$ cat src/rtl/video_mode_tracker.sv
// Video mode tracker: measures active width and content lines of each frame from the raw core
// timing, classifies them, and commits a debounced mode for the line buffer and the scaler.
module video_mode_tracker #(
  parameter int unsigned STABLE_FRAMES = 3,
  parameter int unsigned TIMEOUT_LINES = 1000,
  parameter int unsigned SLOT0_MAX     = 280,
  parameter int unsigned SLOT1_MAX     = 380,
  parameter int unsigned LINE224_MAX   = 231
) (
  input  logic       clk_vid,
  input  logic       reset,
  input  logic       vsync_in,
  input  logic       hsync_in,
  input  logic       ce_pix,
  input  logic       disable_pix,
  output logic [2:0] slot,
  output logic       line_224,
  output logic [9:0] expected_width,
  output logic [9:0] expected_lines,
  output logic       mode_valid,
  output logic       mode_changed,
  output logic [9:0] meas_width,
  output logic [9:0] meas_lines
);

  localparam int unsigned IdleW = $clog2(TIMEOUT_LINES + 1);

  localparam logic [9:0]       Slot0Max   = 10'(SLOT0_MAX);
  localparam logic [9:0]       Slot1Max   = 10'(SLOT1_MAX);
  localparam logic [9:0]       Line224Max = 10'(LINE224_MAX);
  localparam logic [9:0]       CntMax     = 10'd1023;
  localparam logic [3:0]       StableN    = 4'(STABLE_FRAMES);
  localparam logic [IdleW-1:0] IdleMax    = IdleW'(TIMEOUT_LINES);
  localparam logic [IdleW-1:0] IdleLast   = IdleW'(TIMEOUT_LINES - 1);

  typedef enum logic [1:0] {StWaitVsync, StAcquire, StLocked} state_e;

  state_e           state_q;
  logic             prev_vs_q, prev_hs_q;
  logic [9:0]       pix_cnt_q, line_cnt_q, max_w_q;
  logic [IdleW-1:0] idle_q;
  logic [1:0]       pend_slot_q;
  logic             pend_224_q;
  logic [3:0]       stab_q;

  logic       vs_rise, hs_rise, line_has_pix, timeout, classify, commit;
  logic [9:0] fold_lines, fold_max;
  logic [1:0] cand_slot, pend_slot_d;
  logic       cand_224, pend_224_d;
  logic [3:0] stab_d;

  assign vs_rise      = vsync_in & ~prev_vs_q;
  assign hs_rise      = hsync_in & ~prev_hs_q;
  assign line_has_pix = hs_rise && (pix_cnt_q != 10'd0);
  // The vsync edge wins over a coincident timeout: the frame is closing anyway.
  assign timeout      = hs_rise && !vs_rise && (idle_q == IdleLast);
  // The first vsync after reset or timeout closes a partial frame and is not classified.
  assign classify     = vs_rise && (state_q != StWaitVsync);

  // Fold a line ending on this cycle into the frame totals, then classify the result.
  always_comb begin
    fold_lines = line_cnt_q;
    fold_max   = max_w_q;
    if (line_has_pix) begin
      if (line_cnt_q != CntMax) fold_lines = line_cnt_q + 10'd1;
      if (pix_cnt_q > max_w_q)  fold_max   = pix_cnt_q;
    end
    if (fold_max < Slot0Max)      cand_slot = 2'd0;
    else if (fold_max < Slot1Max) cand_slot = 2'd1;
    else                          cand_slot = 2'd2;
    cand_224 = fold_lines < Line224Max;
  end

  // Pending-mode debounce; blank frames restart the stability count.
  always_comb begin
    pend_slot_d = pend_slot_q;
    pend_224_d  = pend_224_q;
    stab_d      = stab_q;
    commit      = 1'b0;
    if (classify) begin
      if (fold_lines == 10'd0) begin
        stab_d = 4'd0;
      end else if (cand_slot == pend_slot_q && cand_224 == pend_224_q) begin
        if (stab_q < StableN) stab_d = stab_q + 4'd1;
      end else begin
        pend_slot_d = cand_slot;
        pend_224_d  = cand_224;
        stab_d      = 4'd1;
      end
      commit = (fold_lines != 10'd0) && (stab_d == StableN) &&
               ((state_q == StAcquire) ||
                (pend_slot_d != slot[1:0]) || (pend_224_d != line_224));
    end
  end

  // Per-line and per-frame measurement counters.
  always_ff @(posedge clk_vid or posedge reset) begin
    if (reset) begin
      prev_vs_q  <= 1'b0;
      prev_hs_q  <= 1'b0;
      pix_cnt_q  <= 10'd0;
      line_cnt_q <= 10'd0;
      max_w_q    <= 10'd0;
      idle_q     <= '0;
    end else begin
      prev_vs_q <= vsync_in;
      prev_hs_q <= hsync_in;
      if (vs_rise) begin
        pix_cnt_q  <= 10'd0;
        line_cnt_q <= 10'd0;
        max_w_q    <= 10'd0;
      end else if (hs_rise) begin
        pix_cnt_q  <= 10'd0;
        line_cnt_q <= fold_lines;
        max_w_q    <= fold_max;
      end else if (ce_pix && !disable_pix && pix_cnt_q != CntMax) begin
        pix_cnt_q <= pix_cnt_q + 10'd1;
      end
      if (vs_rise)                              idle_q <= '0;
      else if (hs_rise && idle_q != IdleMax)    idle_q <= idle_q + IdleW'(1);
    end
  end

  // Lock FSM with registered mode outputs; committed mode survives a timeout.
  always_ff @(posedge clk_vid or posedge reset) begin
    if (reset) begin
      state_q        <= StWaitVsync;
      pend_slot_q    <= 2'd0;
      pend_224_q     <= 1'b0;
      stab_q         <= 4'd0;
      slot           <= 3'd0;
      line_224       <= 1'b0;
      expected_width <= 10'd256;
      expected_lines <= 10'd240;
      mode_valid     <= 1'b0;
      mode_changed   <= 1'b0;
      meas_width     <= 10'd0;
      meas_lines     <= 10'd0;
    end else begin
      mode_changed <= 1'b0;
      if (timeout) begin
        state_q    <= StWaitVsync;
        mode_valid <= 1'b0;
        stab_q     <= 4'd0;
      end else begin
        pend_slot_q <= pend_slot_d;
        pend_224_q  <= pend_224_d;
        stab_q      <= stab_d;
        if (classify) begin
          meas_width <= fold_max;
          meas_lines <= fold_lines;
        end
        unique case (state_q)
          StWaitVsync: if (vs_rise) state_q <= StAcquire;
          StAcquire, StLocked: begin
            if (commit) begin
              slot           <= {1'b0, pend_slot_d};
              line_224       <= pend_224_d;
              expected_lines <= pend_224_d ? 10'd224 : 10'd240;
              unique case (pend_slot_d)
                2'd0:    expected_width <= 10'd256;
                2'd1:    expected_width <= 10'd360;
                default: expected_width <= 10'd512;
              endcase
              mode_changed <= 1'b1;
              mode_valid   <= 1'b1;
              state_q      <= StLocked;
            end
          end
          default: state_q <= StWaitVsync;
        endcase
      end
    end
  end

endmodule
$ cat config.mk
export PLATFORM = sky130hd
export DESIGN_NAME = video_mode_tracker
export DESIGN_NICKNAME = d
export VERILOG_FILES = /design/src/rtl/video_mode_tracker.sv
export SDC_FILE = /design/constraint.sdc
export NUM_CORES = 1
export LEC_CHECK = 0
export ABC_AREA = 1
export CAP_MARGIN = 10
export CORE_ASPECT_RATIO = 0.6
export CORE_MARGIN = 2
export CORE_UTILIZATION = 60
export DETAILED_ROUTE_END_ITERATION = 7
export DONT_BUFFER_PORTS = 1
export PLACE_DENSITY = 0.76
export SETUP_SLACK_MARGIN = 0.4
export SLEW_MARGIN = 20
export SYNTH_ARGS = -nofsm -noshare
export SYNTH_HDL_FRONTEND = slang
export SYNTH_SLANG_ARGS = --single-unit
export TNS_END_PERCENT = 50
$ cat constraint.sdc
create_clock -name clk_vid -period 3.7 [get_ports clk_vid]
set_clock_uncertainty 0.1 [all_clocks]
set_input_delay 0.925 -clock clk_vid [delete_from_list [all_inputs] [get_ports clk_vid]]
set_output_delay 0.925 -clock clk_vid [all_outputs]
set_load 0.02 [all_outputs]
==> flow_metrics.tcl <==
set metrics [dict create \
    outcome "finished clean" \
    rrSetupSlack_ps 370 \
    hold_path.startpoint "state_q[1]" \
    clk_root_buffer_cell "sky130_fd_sc_hd__clkbuf_16" \
    clock_tree.htree_level_count 3 \
    maxSlewViolCount 0 \
    cp_data_required_time_ps 3830 \
    global_route_wire_length_before_repair_microns 17800 \
    multi_input_combinational_cell_area_sq_um 2540 \
    p_per_area_nw_per_um2 543 \
    placeableCoreArea_sq_um 7450 \
    sequential_cell_area_sq_um 2010 \
    floorplan.die.width_microns 118 \
    fillers 494 \
    wl_met3_microns 1090 \
    relSlewSlack 0.519 \
    initial_cell_density_of_the_core 0.633 \
    totalWireLength_microns 12700 \
    place_inst 701 \
    fp.dieArea_sq_um 8600 \
    layout-drive-gt1-share 0.249 \
    setup_viol_count_final 0 \
    post_synth_instance_area_sq_um 4710 \
    period_minus_slack_ps 3330 \
    achievable_freq_mhz 300 \
    fp-row-count 24 \
    worst_setup_path_end_kind "flop" \
    highest_layer "met4" \
    worst-setup-path-type "reg -> reg" \
    cts_inserted_buffers 9 \
    syn_to_final_growth_pct 20.7 \
    worst_setup_path_start_kind "flop" \
    gp_congestion 0.871 \
    postSynthRegisterBits 80 \
    drt-vias-per-instance 5.72 \
    antenna-diode-count 0 \
    dp.final_hpwl_microns 7480 \
    cp.arrival_ps 3460 \
    synth.yosys.seq_area_share 0.425 \
    rsz0062_at_grt "false" \
    clock-sinks 80 \
    first_global_vias 3813 \
    antenna_violations_before_repair 0 \
    tns_ps 0 \
    synth_edf_count 0 \
    first_drt_pass_iteration_count 7 \
    ioPinCount 52 \
    critical_path_peak_fanout 8 \
    route.layer.met1.wl_microns 5530 \
    synthDistinctLibCells 42 \
    finalHoldViolCount 0 \
    postSynthCellCount 604 \
    max-cap-violations 0 \
    path_clk_slew_ps 60 \
    grt_start_max_net_pins 43 \
    power.static_leakage_uw 0.00284 \
    ff2ff_path_depth 21 \
    hold_class "reg -> reg" \
    die_y_microns 72.6 \
    hold_path_end "state_q[1]" \
    final.period_utilization 0.900 \
    grt.overflow.total 0 \
    timing.rr.end "line_224" \
    grt.total_usage 0.264 \
    number_of_cells_traversed_by_the_worst_hold_path 2 \
    yosys_most_used_dff "sky130_fd_sc_hd__dfrtp_1" \
    first_drt_iteration_drcs 481 \
    worst-slew-pin-transition_ps 720 \
    route.met2.wl_microns 5730 \
    worst_r2r_startpoint "pix_cnt_q[2]" \
    cts_tree "built" \
    ant_nets 0 \
    clock_latency_ps 340 \
    fin_cells 755 \
    route.detailed.wl_per_inst_microns 16.9 \
    synth_area_per_cell_sq_um 7.80 \
    dr_total_vias 4318 \
    place.port_buffers 0 \
    final_net_count 671 \
    max-clock-path-buffers 2 \
    yosysWarnings 0 \
    power.ir.vdd_worst_uv 333 \
    remaining_drc_errors 0 \
    ys_async_sr_fraction 1.00 \
]
report_power, final:
group / switching (uW) / internal [uW]
registers: 248 / 1030
logic: 574 / 301
clock network: 354 / 585
worst max-delay path by stage:
stage,start,end,slack (ps)
global placement,hsync_in,line_224,330
finish,pix_cnt_q[2],line_224,370
detailed placement,hsync_in,expected_width[9],210
floorplan,reset,expected_width[6],630
global route,max_w_q[5],line_224,280
CTS,pix_cnt_q[1],expected_width[9],420
critical path, stage by stage (launching register included):
cell                      delay, ps
sky130_fd_sc_hd__dfrtp_2        480
sky130_fd_sc_hd__ha_4           310
sky130_fd_sc_hd__nand2_4         50
sky130_fd_sc_hd__nor2_4         150
sky130_fd_sc_hd__nand2_2         80
sky130_fd_sc_hd__nor2_4         140
sky130_fd_sc_hd__nor2_4          50
sky130_fd_sc_hd__buf_12         150
sky130_fd_sc_hd__nand2_8         90
sky130_fd_sc_hd__nand2_1        100
sky130_fd_sc_hd__o21ai_4         90
sky130_fd_sc_hd__nor2_2          70
sky130_fd_sc_hd__nor2_4         170
sky130_fd_sc_hd__nand2_1         80
sky130_fd_sc_hd__nand2_1         80
sky130_fd_sc_hd__nand2_2         80
sky130_fd_sc_hd__nor2_4         170
sky130_fd_sc_hd__nand4_4        130
sky130_fd_sc_hd__nor2_4         200
sky130_fd_sc_hd__nand3_4        190
sky130_fd_sc_hd__o21ai_1        190
sky130_fd_sc_hd__inv_1           60
flip-flops by register name, summed over array words and instances (netlist names), 2 cells and up:
signal / count
max_w_q: 10
line_cnt_q: 10
stab_q: 4
expected_width: 3
slot: 2
pend_slot_q: 2
idle_q: 10
state_q: 2
meas_lines: 10
pix_cnt_q: 10
meas_width: 10
logic make-up after synthesis:
| kind of cell | after synthesis | share of synthesized area |
|---|---|---|
| flip-flops | 80 | 0.425 |
| buffers and inverters | 118 | 0.115 |
| AND/OR/NAND/NOR | 305 | 0.307 |
| other | 2 | 0.00159 |
| XOR/XNOR | 7 | 0.0130 |
| AO/OA/AOI/OAI | 74 | 0.0900 |
| adder cells (fa/ha/maj) | 18 | 0.0478 |
layout by cell type, fill, tap and decap left out, types with 4 or more instances in the layout:
| cell type | Yosys | final |
|---|---|---|
| sky130_fd_sc_hd__nand3_1 | 35 | 30 |
| sky130_fd_sc_hd__dfrtp_2 | 0 | 8 |
| sky130_fd_sc_hd__buf_6 | 3 | 7 |
| sky130_fd_sc_hd__inv_1 | 86 | 83 |
| sky130_fd_sc_hd__nor3_1 | 9 | 9 |
| sky130_fd_sc_hd__o21ai_2 | 3 | 6 |
| sky130_fd_sc_hd__nand3_4 | 1 | 4 |
| sky130_fd_sc_hd__inv_2 | 4 | 6 |
| sky130_fd_sc_hd__o21ai_0 | 39 | 38 |
| sky130_fd_sc_hd__nor2_4 | 5 | 12 |
| sky130_fd_sc_hd__nand2_4 | 3 | 8 |
| sky130_fd_sc_hd__nand3b_1 | 4 | 4 |
| sky130_fd_sc_hd__nand2_2 | 18 | 24 |
| sky130_fd_sc_hd__conb_1 | 2 | 15 |
| sky130_fd_sc_hd__nor2_1 | 68 | 58 |
| sky130_fd_sc_hd__clkbuf_16 | 0 | 9 |
| sky130_fd_sc_hd__nand3_2 | 8 | 12 |
| sky130_fd_sc_hd__ha_4 | 0 | 5 |
| sky130_fd_sc_hd__nor2_2 | 4 | 7 |
| sky130_fd_sc_hd__nand4_1 | 6 | 6 |
| sky130_fd_sc_hd__dfrtp_1 | 78 | 70 |
| sky130_fd_sc_hd__a21oi_1 | 15 | 14 |
| sky130_fd_sc_hd__buf_4 | 17 | 35 |
| sky130_fd_sc_hd__ha_1 | 18 | 13 |
| sky130_fd_sc_hd__xor2_1 | 6 | 6 |
| sky130_fd_sc_hd__nand2_1 | 137 | 125 |
per-layer routing:
layer	GRT usage	up-vias
met1	0.361	2057
met5	0	-
met4	0.0952	0
li1	-	1964
met3	0.0781	47
met2	0.408	250
area by class of cell:
type,instances,area share
Multi-Input combinational cell,422,0.446
Sequential cell,80,0.354
Timing Repair Buffer,43,0.0636
Inverter,91,0.0603
Clock buffer,11,0.0409
Tap cell,104,0.0229
Clock inverter,4,0.0123
synth_stat cells (all sizes together), types with 3 or more instances:
cell / number / share of area
nand2: 158 / 0.14
inv: 90 / 0.072
dfrtp: 78 / 0.41
nor2: 77 / 0.071
o21ai: 48 / 0.053
nand3: 44 / 0.058
buf: 21 / 0.037
ha: 18 / 0.048
a21oi: 17 / 0.020
nor3: 9 / 0.0096
nand4: 8 / 0.015
clkbuf: 6 / 0.0048
xor2: 6 / 0.011
nand3b: 4 / 0.0064
nor4: 3 / 0.0040
stage by stage:
stage	total power (uW)	area, sq um	hold slack (ps)	setup WS (ps)	utilization
4_1_cts	2910	5080	387	418	0.682
6_report	3090	5690	380	371	0.764
3_3_place_gp	1950	4740	361	330	0.637
2_1_floorplan	1820	4760	334	627	-
3_5_place_dp	1980	4740	374	214	0.637
5_1_grt	3240	5690	415	279	0.764
what timing repair did:
item,4_1_cts,5_1_grt
resized for setup,0,77
cloned,0,3
pin swaps,0,37
setup endpoints to repair,3,11
hold buffers,0,0
buffers inserted,4,32
No activity file was read; power rests on OpenSTA's default activity.
